`src/rtl/vga_rect_fill.sv`:
```
// ============================================================================
// vga_rect_fill : clipped rectangle-fill / screen-clear plot sequencer
// Rev 1.0
// ============================================================================
`default_nettype none

module vga_rect_fill #(
  parameter int         SCREEN_W    = 160,
  parameter int         SCREEN_H    = 120,
  parameter logic [2:0] CLEAR_COLOR = 3'b000
) (
  input  logic       CLOCK_50,
  input  logic       reset,
  input  logic       start,
  input  logic       clear,
  input  logic [7:0] x0,
  input  logic [6:0] y0,
  input  logic [7:0] w,
  input  logic [6:0] h,
  input  logic [2:0] color,
  output logic       busy,
  output logic       done,
  output logic [7:0] VGA_X,
  output logic [6:0] VGA_Y,
  output logic [2:0] VGA_COLOR,
  output logic       plot
);

  localparam logic [8:0] SCR_W9 = 9'(SCREEN_W);
  localparam logic [7:0] SCR_H8 = 8'(SCREEN_H);

  typedef enum logic [1:0] {
    IDLE = 2'd0,
    FILL = 2'd1,
    DONE = 2'd2
  } state_t;

  state_t     state, state_nx;

  logic [7:0] xs;
  logic [6:0] ys;
  logic [8:0] we;
  logic [7:0] he;
  logic [2:0] col;
  logic [8:0] cx;
  logic [7:0] cy;

  logic [8:0] room_x;
  logic [7:0] room_y;
  logic [8:0] clip_w;
  logic [7:0] clip_h;
  logic       degen;
  logic       last_col;
  logic       last_pix;

  // Remaining room is computed one bit wider than the coordinate so x0/y0
  // near the edge cannot wrap; degenerate commands bypass FILL entirely.
  always_comb begin
    room_x   = SCR_W9 - {1'b0, x0};
    room_y   = SCR_H8 - {1'b0, y0};
    clip_w   = ({1'b0, w} < room_x) ? {1'b0, w} : room_x;
    clip_h   = ({1'b0, h} < room_y) ? {1'b0, h} : room_y;
    degen    = ({1'b0, x0} >= SCR_W9) || ({1'b0, y0} >= SCR_H8) ||
               (w == 8'd0) || (h == 7'd0);
    last_col = (cx == we - 9'd1);
    last_pix = last_col && (cy == he - 8'd1);
  end

  always_ff @(posedge CLOCK_50 or posedge reset) begin
    if (reset) begin
      state <= IDLE;
    end else begin
      state <= state_nx;
    end
  end

  always_comb begin
    state_nx  = state;
    busy      = 1'b0;
    done      = 1'b0;
    plot      = 1'b0;
    VGA_X     = 8'({1'b0, xs} + cx);
    VGA_Y     = 7'({1'b0, ys} + cy);
    VGA_COLOR = col;
    case (state)
      IDLE: begin
        if (clear) begin
          state_nx = FILL;
        end else if (start) begin
          state_nx = degen ? DONE : FILL;
        end
      end
      FILL: begin
        busy = 1'b1;
        plot = 1'b1;
        if (last_pix) begin
          state_nx = DONE;
        end
      end
      DONE: begin
        busy     = 1'b1;
        done     = 1'b1;
        state_nx = IDLE;
      end
      default: state_nx = IDLE;
    endcase
  end

  // Counters freeze on the final pixel so the VGA outputs hold it afterwards.
  always_ff @(posedge CLOCK_50 or posedge reset) begin
    if (reset) begin
      xs  <= 8'd0;
      ys  <= 7'd0;
      we  <= 9'd0;
      he  <= 8'd0;
      col <= 3'd0;
      cx  <= 9'd0;
      cy  <= 8'd0;
    end else begin
      case (state)
        IDLE: begin
          if (clear) begin
            xs  <= 8'd0;
            ys  <= 7'd0;
            we  <= SCR_W9;
            he  <= SCR_H8;
            col <= CLEAR_COLOR;
            cx  <= 9'd0;
            cy  <= 8'd0;
          end else if (start && !degen) begin
            xs  <= x0;
            ys  <= y0;
            we  <= clip_w;
            he  <= clip_h;
            col <= color;
            cx  <= 9'd0;
            cy  <= 8'd0;
          end
        end
        FILL: begin
          if (!last_pix) begin
            if (last_col) begin
              cx <= 9'd0;
              cy <= cy + 8'd1;
            end else begin
              cx <= cx + 9'd1;
            end
          end
        end
        default: ;
      endcase
    end
  end

endmodule

`default_nettype wire

```
`config.mk`:
```
export PLATFORM = sky130hd
export DESIGN_NAME = vga_rect_fill
export DESIGN_NICKNAME = d
export VERILOG_FILES = /design/src/rtl/vga_rect_fill.sv
export SDC_FILE = /design/constraint.sdc
export NUM_CORES = 1
export LEC_CHECK = 0
export ABC_AREA = 1
export BUFFER_PORTS_ARGS = -buffer_cell sky130_fd_sc_hd__buf_2
export CAP_MARGIN = 25
export CORE_ASPECT_RATIO = 0.5
export CORE_MARGIN = 1.5
export CORE_UTILIZATION = 40
export DETAILED_ROUTE_END_ITERATION = 12
export PLACE_DENSITY = 0.61
export SLEW_MARGIN = 20
export SYNTH_ARGS = -nofsm -noshare
export SYNTH_HDL_FRONTEND = slang
export SYNTH_SLANG_ARGS = --single-unit
```
`constraint.sdc`:
```
create_clock -name CLOCK_50 -period 3.8 [get_ports CLOCK_50]
set_input_delay 0.57 -clock CLOCK_50 [delete_from_list [all_inputs] [get_ports CLOCK_50]]
set_output_delay 0.57 -clock CLOCK_50 [all_outputs]
set_load 0.005 [all_outputs]
```
==> impl_metrics.json, run 1 <==
{
  "drv_slew": 0,
  "final_cell_mix": "nand2_1, inv_1, nor2_1",
  "holdBufCountCts": 0,
  "p_per_area_nw_per_um2": 558,
  "finClkSkew_ns": 0.00850,
  "synthesis.nets": 751,
  "hold_violations": 0,
  "r2r-end": "cy[5]",
  "nets": 804,
  "viasPerCell": 4.87,
  "postCtsSetupBuffers": 0,
  "pre_cts_ws_ns": 0.765,
  "grt_usage": 0.205,
  "cts_buffers": 5,
  "setup_ws_ns": 0.801,
  "cp.required_ns": 3.23,
  "ant_nets": 0,
  "vias": 4266,
  "cp-start-kind": "register",
  "endpoint": "VGA_X[6]",
  "clockBufferDepth": 2,
  "power_mw": 2.89,
  "dieArea_um2": 12200,
  "area_growth_pct": 13.0,
  "cp-startpoint": "cx[0]",
  "yosys_warnings": 0,
  "cts_resized": 0,
  "rsz0062_at_grt": "false",
  "grt_pass1_vias": 4189,
  "drt_wl_total_mm": 11.5,
  "leakage_nw": 2.84,
  "r2r_cells": 16,
  "port_buffers": 57,
  "worstPathMaxFanout": 6,
  "drt_iter0_markers": 309,
  "globalplace.congestion": 0.863,
  "wire_per_inst_um": 13.1,
  "overflow": 0,
  "worstSetupPathType": "reg2out",
  "end_kind": "output pin",
  "post-route-period-util": 0.789,
  "cts_root_buf": "clkbuf_16",
  "tightest_slew_ns": 0.701,
  "avgSynthCellArea_um2": 6.79,
  "cts_tree": "built",
  "seq_area_frac_synth": 0.294,
  "drive_above_1_share": 0.120,
  "final_common_cell": "nand2_1",
  "clk_pin_slew_worst_paths_ns": 0.07,
  "die_y_um": 78.8,
  "num_rows": 27,
  "critPathArrivalTime_ns": 2.43,
  "initial_utilization": 0.415,
  "grt_max_degree": 33,
  "final_util": 0.468,
  "core_area_um2": 11100,
  "max_cap_viol_count": 0,
  "fmax_ghz": 0.333,
  "antenna_cells": 0,
  "hold_class": "in2async",
  "setup_viol": 0,
  "drcViolationCount": 0,
  "setup_tns_ns": 0,
  "clock_latency_ns": 0.30,
  "vdd_drop_max_mv": 0.210,
  "clkSinkCount": 54,
  "cts_max_level": 2,
  "syn_inst": 677,
  "drt_first_pass_iters": 5,
  "rrSetupSlack_ns": 1.38,
  "die_x_um": 155,
  "period_minus_slack_ns": 3.00,
  "io_pins": 58,
  "synth_seq_cells": 54,
  "syn_area_um2": 4590,
  "synth.distinct_cells": 36,
  "hpwlAfterDp_mm": 9.11,
  "grt_pass1_wl_mm": 19.9,
  "slew_headroom": 0.532,
  "outcome": "finished clean",
  "antenna_found_initial": 0,
  "rr_startpoint": "we[0]"
}
layer usage:
layer / global-route usage / vias to the layer above / routed length [um]
met5: 0 / - / 0
met4: 0.0327 / 0 / 77
met3: 0.0300 / 9 / 378
met2: 0.353 / 63 / 5150
met1: 0.279 / 1958 / 5900
li1: - / 2236 / -
worst min path at each step:
stage	slack, ns	depth (start not counted)	startpoint	endpoint
after detailed placement	0.47	2	VGA_COLOR[2]	VGA_COLOR[2]
after floorplan	0.46	2	ys[4]	ys[4]
after global placement	0.46	2	VGA_COLOR[0]	VGA_COLOR[0]
final	0.38	2	reset	VGA_COLOR[1]
after global routing	0.44	2	reset	VGA_COLOR[1]
after CTS	0.41	2	reset	VGA_COLOR[1]
critical path: stages, from the launching register on:
cell     delay (ns)
dfrtp_1        0.49
ha_1           0.22
inv_1          0.05
fa_1           0.40
o21ai_0        0.29
a21oi_1        0.16
o21ai_0        0.23
xor2_1         0.15
buf_2          0.12
per-stage QoR:
| stage | hold WS, ns | instance area, um^2 | cells |
|---|---|---|---|
| 2_1_floorplan | 0.455 | 4590 | 677 |
| 5_1_grt | 0.438 | 5190 | 876 |
| 6_report | 0.376 | 5190 | 876 |
| 4_1_cts | 0.408 | 5190 | 876 |
| 3_3_place_gp | 0.463 | 4990 | 868 |
| 3_5_place_dp | 0.468 | 4990 | 868 |
cell type report:
class | instances | area [um^2]
Sequential cell | 54 | 1350
Fill cell | 1151 | 5890
Timing Repair Buffer | 61 | 315
Clock buffer | 6 | 139
Clock inverter | 2 | 60.1
Inverter | 93 | 349
Tap cell | 145 | 181
Multi-Input combinational cell | 515 | 2800
cells in the mapped netlist:
master	n	area [um^2]
buf_6	3	33.8
o22ai_1	2	12.5
nand3_1	50	250
clkbuf_1	2	7.51
nand4_1	13	81.3
nor4_1	1	6.26
nor2_1	68	255
a211oi_1	2	15.0
o21ai_1	9	45.0
and3_1	1	6.26
nand3_2	2	20.0
nand3_4	2	35.0
nand2_2	3	18.8
inv_1	91	342
nand2_1	220	826
xor2_1	36	315
o2111ai_1	1	8.76
fa_1	2	40.0
or2_2	2	12.5
buf_2	5	25.0
a21boi_1	1	7.51
nor3_2	1	10.0
clkbuf_2	2	10.0
inv_2	2	7.51
a21oi_1	12	60.1
a21oi_4	1	16.3
a21boi_0	2	15.0
xnor2_1	11	96.3
o21ai_0	24	120
nor3_1	6	30.0
nor2_2	5	31.3
o21bai_1	1	7.51
buf_4	3	22.5
nand3b_1	2	15.0
dfrtp_1	54	1350
ha_1	35	438
flip-flops by register name, indices dropped and copies added, names as in the netlist:
register   cells
VGA_COLOR      3
cx             9
cy             8
he             8
state          2
we             9
xs             8
ys             7
cell families (layout without fill, tap and decap cells):
kind of cell,after synthesis,count (layout),share of synthesized area
buffers and inverters,108,162,0.0975
XOR/XNOR,47,47,0.0896
AO/OA/AOI/OAI,55,55,0.0670
flip-flops,54,54,0.294
AND/OR/NAND/NOR,376,376,0.348
adder cells (fa/ha/maj),37,37,0.104
report_power, final:
part / internal [mW] / switching (mW) / leakage [nW]
clock network: 0.396 / 0.216 / 0.0971
registers: 0.717 / 0.146 / 0.720
logic: 0.518 / 0.902 / 2.02
total: 1.63 / 1.26 / 2.84
Note: power is estimated with default switching activity, not from simulation.
==> run 2, diff against run 1 <==
==> constraint.sdc (replaced) <==
create_clock -name CLOCK_50 -period 3.1 [get_ports CLOCK_50]
set_input_delay 0.465 -clock CLOCK_50 [delete_from_list [all_inputs] [get_ports CLOCK_50]]
set_output_delay 0.465 -clock CLOCK_50 [all_outputs]
set_load 0.005 [all_outputs]
==> run 2 against run 1 <==
Compared with the run above:
- flip-flop and latch count did not move
- largest cell class unchanged
- critical endpoint unchanged
- largest power group unchanged
- non-clock buffer count rose by 2
- routed wire length fell by 0.66%
==> impl_metrics.json, run 2 (synthesis gave the netlist of run 1 again) <==
{
  "port_buffers": 57,
  "rsz0062_at_grt": "false",
  "antenna_found_initial": 0,
  "vdd_drop_max_mv": 0.252,
  "grt_pass1_vias": 4081,
  "io_pins": 58,
  "clkSinkCount": 54,
  "cts_max_level": 2,
  "cts_tree": "built",
  "nets": 806,
  "vias": 4282,
  "p_clk_frac": 0.190,
  "viasPerCell": 4.88,
  "final_cell_mix": "nand2_1, inv_1, nor2_1",
  "die_x_um": 155,
  "nFillCells": 1163,
  "cts_root_buf": "clkbuf_16",
  "num_rows": 27,
  "finClkSkew_ns": 0.00675,
  "swShare": 0.447,
  "initial_utilization": 0.415,
  "hpwlAfterDp_mm": 9.03,
  "hold_class": "in2async",
  "cts_resized": 0,
  "p_comb_frac": 0.505,
  "setup_viol": 0,
  "tightest_slew_ns": 0.563,
  "reg_top3": "cx: 9 flops, we: 9 flops",
  "leakage_nw": 2.84,
  "drt_first_pass_iters": 5,
  "grt_usage": 0.202,
  "final_util": 0.467,
  "drv_slew": 0,
  "globalplace.congestion": 0.867,
  "setup_ws_ns": 0.178,
  "ant_nets": 0,
  "max_cap_viol_count": 0,
  "pre_cts_ws_ns": 0.244,
  "drt_iter0_markers": 256,
  "post-route-period-util": 0.943,
  "pwr-share-seq": 0.305,
  "drcViolationCount": 0,
  "overflow": 0,
  "p_per_area_nw_per_um2": 671,
  "slew_headroom": 0.624,
  "cp-start-kind": "register",
  "drive_above_1_share": 0.122,
  "worstPathMaxFanout": 6,
  "clockBufferDepth": 2,
  "layoutNonFillerInstCount": 877,
  "grt_max_degree": 27,
  "worstSetupPathType": "reg2out",
  "netSwitchingPower_mw": 1.55,
  "cell_internal_pwr_mw": 1.92,
  "outcome": "finished clean",
  "clk_pin_slew_worst_paths_ns": 0.07,
  "dieArea_um2": 12200,
  "postCtsSetupBuffers": 0,
  "hold_violations": 0,
  "setup_tns_ns": 0,
  "power_mw": 3.47,
  "cts_buffers": 5,
  "cp.required_ns": 2.63,
  "holdBufCountCts": 0,
  "dp_cells": 870,
  "period_minus_slack_ns": 2.92,
  "final_common_cell": "nand2_1",
  "drt_wl_total_mm": 11.4,
  "critPathArrivalTime_ns": 2.46,
  "core_area_um2": 11100,
  "end_kind": "output pin",
  "clock_latency_ns": 0.30,
  "die_y_um": 78.8,
  "fmax_ghz": 0.342,
  "antenna_cells": 0,
  "area_growth_pct": 12.7,
  "grt_pass1_wl_mm": 19.6,
  "wire_per_inst_um": 13.0
}
-- run 2: metrics by stage --
| stage | hold slack, ns | area [um^2] |
|---|---|---|
| after CTS | 0.243 | 5180 |
| after global routing | 0.275 | 5180 |
| after detailed placement | 0.468 | 5010 |
| final | 0.218 | 5180 |
| after floorplan | 0.455 | 4590 |
| after global placement | 0.462 | 5010 |
-- run 2: final timing paths --
path,slack (ns),end,from,cells past startpoint
max,0.18,VGA_X[6],cx[0],8
min,0.22,VGA_COLOR[0],reset,2
max reg2reg,0.69,cy[5],we[0],16
min reg2reg,0.48,VGA_COLOR[2],VGA_COLOR[2],2
max in group asynchronous,2.23,cy[0],reset,3
min in group CLOCK_50,0.35,VGA_COLOR[0],color[0],3
-- run 2: metal layers --
metal	global-route usage	part of all wire
met2	0.344	0.44
met4	0.0327	0.0074
met1	0.280	0.53
met3	0.0267	0.023
met5	0	0
-- run 2: power by group through the flow --
stage               logic, mW  clock network [mW]  registers, mW
global route             2.03               0.695           1.09
global placement         1.74                   0           1.07
floorplan                1.31                   0           1.01
detailed placement       1.75                   0           1.07
finish                   1.75               0.660           1.06
CTS                      1.76               0.671           1.06
-- run 2: layout make-up --
type	count	area [um^2]	share of cell area
inverter	93	349	0.0674
timing repair buffer	63	330	0.0638
clock buffer	6	139	0.0268
tap	145	181	0.0350
sequential	54	1350	0.261
multi-input combinational	515	2800	0.540
clock inverter	1	30.0	0.00580
-- run 2: worst max-delay path, stage by stage (launching register included) --
cell and delay (ns):
dfrtp_1 0.49, ha_1 0.23, inv_1 0.05, fa_1 0.41, o21ai_0 0.30, a21oi_1 0.16, o21ai_0 0.23, xor2_1 0.16
buf_2 0.12
==> run 3, diff against run 2 <==
--- a/config.mk
+++ b/config.mk
@@ -7,11 +7,12 @@
 export LEC_CHECK = 0
 export ABC_AREA = 1
 export BUFFER_PORTS_ARGS = -buffer_cell sky130_fd_sc_hd__buf_2
-export CAP_MARGIN = 25
+export CAP_MARGIN = 0
 export CORE_ASPECT_RATIO = 0.5
 export CORE_MARGIN = 1.5
 export CORE_UTILIZATION = 40
 export DETAILED_ROUTE_END_ITERATION = 12
+export GPL_TIMING_DRIVEN = 0
 export PLACE_DENSITY = 0.61
 export SLEW_MARGIN = 20
 export SYNTH_ARGS = -nofsm -noshare
==> run 3 against run 2 <==
Compared with the run above:
- register-to-register slack improved by 0.04 ns
- final cell count increased by 1.1%
- first-iteration DRC count increased by 20%
- sequential share of layout area decreased by 0.18 points
- final area increased by 0.68%
- clock power decreased by 12%
- core utilization increased by 0.32 points
- count of clock-buffer cells in the layout increased by 1
- flip-flop and latch count unchanged
- critical endpoint unchanged
==> impl_metrics.json, run 3 (synthesis gave the netlist of run 1 again) <==
{
  "globalplace.congestion": 0.877,
  "ant_nets": 0,
  "period_minus_slack_ns": 2.93,
  "final_util": 0.470,
  "leakage_nw": 2.86,
  "p_per_area_nw_per_um2": 659,
  "clkSinkCount": 54,
  "grt_pass1_vias": 4123,
  "post-route-period-util": 0.944,
  "grt_usage": 0.209,
  "rr_startpoint": "we[0]",
  "holdBufCountCts": 0,
  "cts_tree": "built",
  "use_met3": 0.0251,
  "rsz0062_at_grt": "false",
  "cts_resized": 0,
  "multi_input_comb_area_um2": 2800,
  "cp.required_ns": 2.63,
  "num_rows": 27,
  "hpwlAfterDp_mm": 9.30,
  "drcViolationCount": 0,
  "reg_top3": "cx: 9 flops, we: 9 flops",
  "grt_pass1_wl_mm": 20.3,
  "final_cell_mix": "nand2_1, inv_1, nor2_1",
  "cts_max_level": 2,
  "setup_ws_ns": 0.172,
  "area_growth_pct": 13.4,
  "antenna_cells": 0,
  "drive_above_1_share": 0.129,
  "use_met1": 0.304,
  "setup_viol": 0,
  "rrSetupSlack_ns": 0.73,
  "overflow": 0,
  "drt_wl_total_mm": 11.7,
  "critPathArrivalTime_ns": 2.46,
  "r2r-end": "cx[6]",
  "port_buffers": 57,
  "seq_area_um2": 1350,
  "drt_iter0_markers": 308,
  "grt_max_degree": 55,
  "worstSetupPathType": "reg2out",
  "die_y_um": 78.8,
  "clock_latency_ns": 0.29,
  "finClkSkew_ns": 0.00422,
  "clk_pin_slew_worst_paths_ns": 0.07,
  "outcome": "finished clean",
  "end_kind": "output pin",
  "hold_violations": 0,
  "final_common_cell": "nand2_1",
  "nets": 815,
  "postCtsSetupBuffers": 0,
  "tightest_slew_ns": 0.695,
  "dieArea_um2": 12200,
  "clockBufferDepth": 2,
  "cts_buffers": 5,
  "viasPerCell": 4.84,
  "drt_first_pass_iters": 5,
  "fmax_ghz": 0.342,
  "grtUsageMet2": 0.338,
  "slew_headroom": 0.537,
  "core_area_um2": 11100,
  "antenna_found_initial": 0,
  "die_x_um": 155,
  "r2r_cells": 17,
  "vias": 4297,
  "hold_class": "in2async",
  "pre_cts_ws_ns": 0.148,
  "max_cap_viol_count": 0,
  "drv_slew": 0,
  "initial_utilization": 0.415,
  "wire_per_inst_um": 13.2,
  "setup_tns_ns": 0,
  "nFillCells": 1164,
  "io_pins": 58,
  "cp-start-kind": "register",
  "worstPathMaxFanout": 6,
  "cts_root_buf": "clkbuf_16",
  "top_usage_layer": "met2",
  "vdd_drop_max_mv": 0.246
}
[run 3: report_power, final]
| group | internal (mW) | total (mW) | switching [mW] |
|---|---|---|---|
| logic | 0.660 | 1.79 | 1.13 |
| registers | 0.879 | 1.06 | 0.181 |
| clock network | 0.321 | 0.579 | 0.257 |
[run 3: layout make-up]
type / count / area share
Inverter: 93 / 0.0675
Sequential cell: 54 / 0.259
Clock buffer: 7 / 0.0274
Multi-Input combinational cell: 515 / 0.536
Buffer: 15 / 0.0190
Timing Repair Buffer: 57 / 0.0547
Tap cell: 145 / 0.0348
Clock inverter: 1 / 0.000960
[run 3: how the worst max path moves through the flow]
stage / startpoint / to / slack [ns] / cells after the start
6_report: cx[0] / VGA_X[6] / 0.17 / 8
5_1_grt: cx[0] / VGA_X[6] / 0.01 / 8
4_1_cts: cx[0] / VGA_X[6] / 0.18 / 8
3_5_place_dp: x0[0] / we[5] / 0.15 / 16
3_3_place_gp: x0[0] / we[5] / 0.12 / 16
2_1_floorplan: x0[0] / we[5] / 0.65 / 15
[run 3: critical path, stage by stage, from the launching register on]
cell and delay [ns]:
dfrtp_1 0.48, ha_1 0.22, inv_1 0.06, fa_1 0.41, o21ai_0 0.29, a21oi_1 0.11
o21ai_0 0.20, xor2_1 0.24, buf_2 0.16
[run 3: layer usage]
metal | wire, um | vias up
met3 | 354 | 9
met1 | 6150 | 1960
met5 | 0 | -
met2 | 5060 | 72
met4 | 100 | 0
li1 | - | 2256
[run 3: through the flow]
stage / std cells / power, mW / hold slack [ns] / instance area, um^2
2_1_floorplan: 677 / 2.33 / 0.455 / 4590
5_1_grt: 887 / 3.80 / 0.357 / 5210
3_3_place_gp: 879 / 2.83 / 0.462 / 5060
6_report: 887 / 3.43 / 0.285 / 5210
4_1_cts: 887 / 3.46 / 0.315 / 5210
3_5_place_dp: 879 / 2.87 / 0.467 / 5060
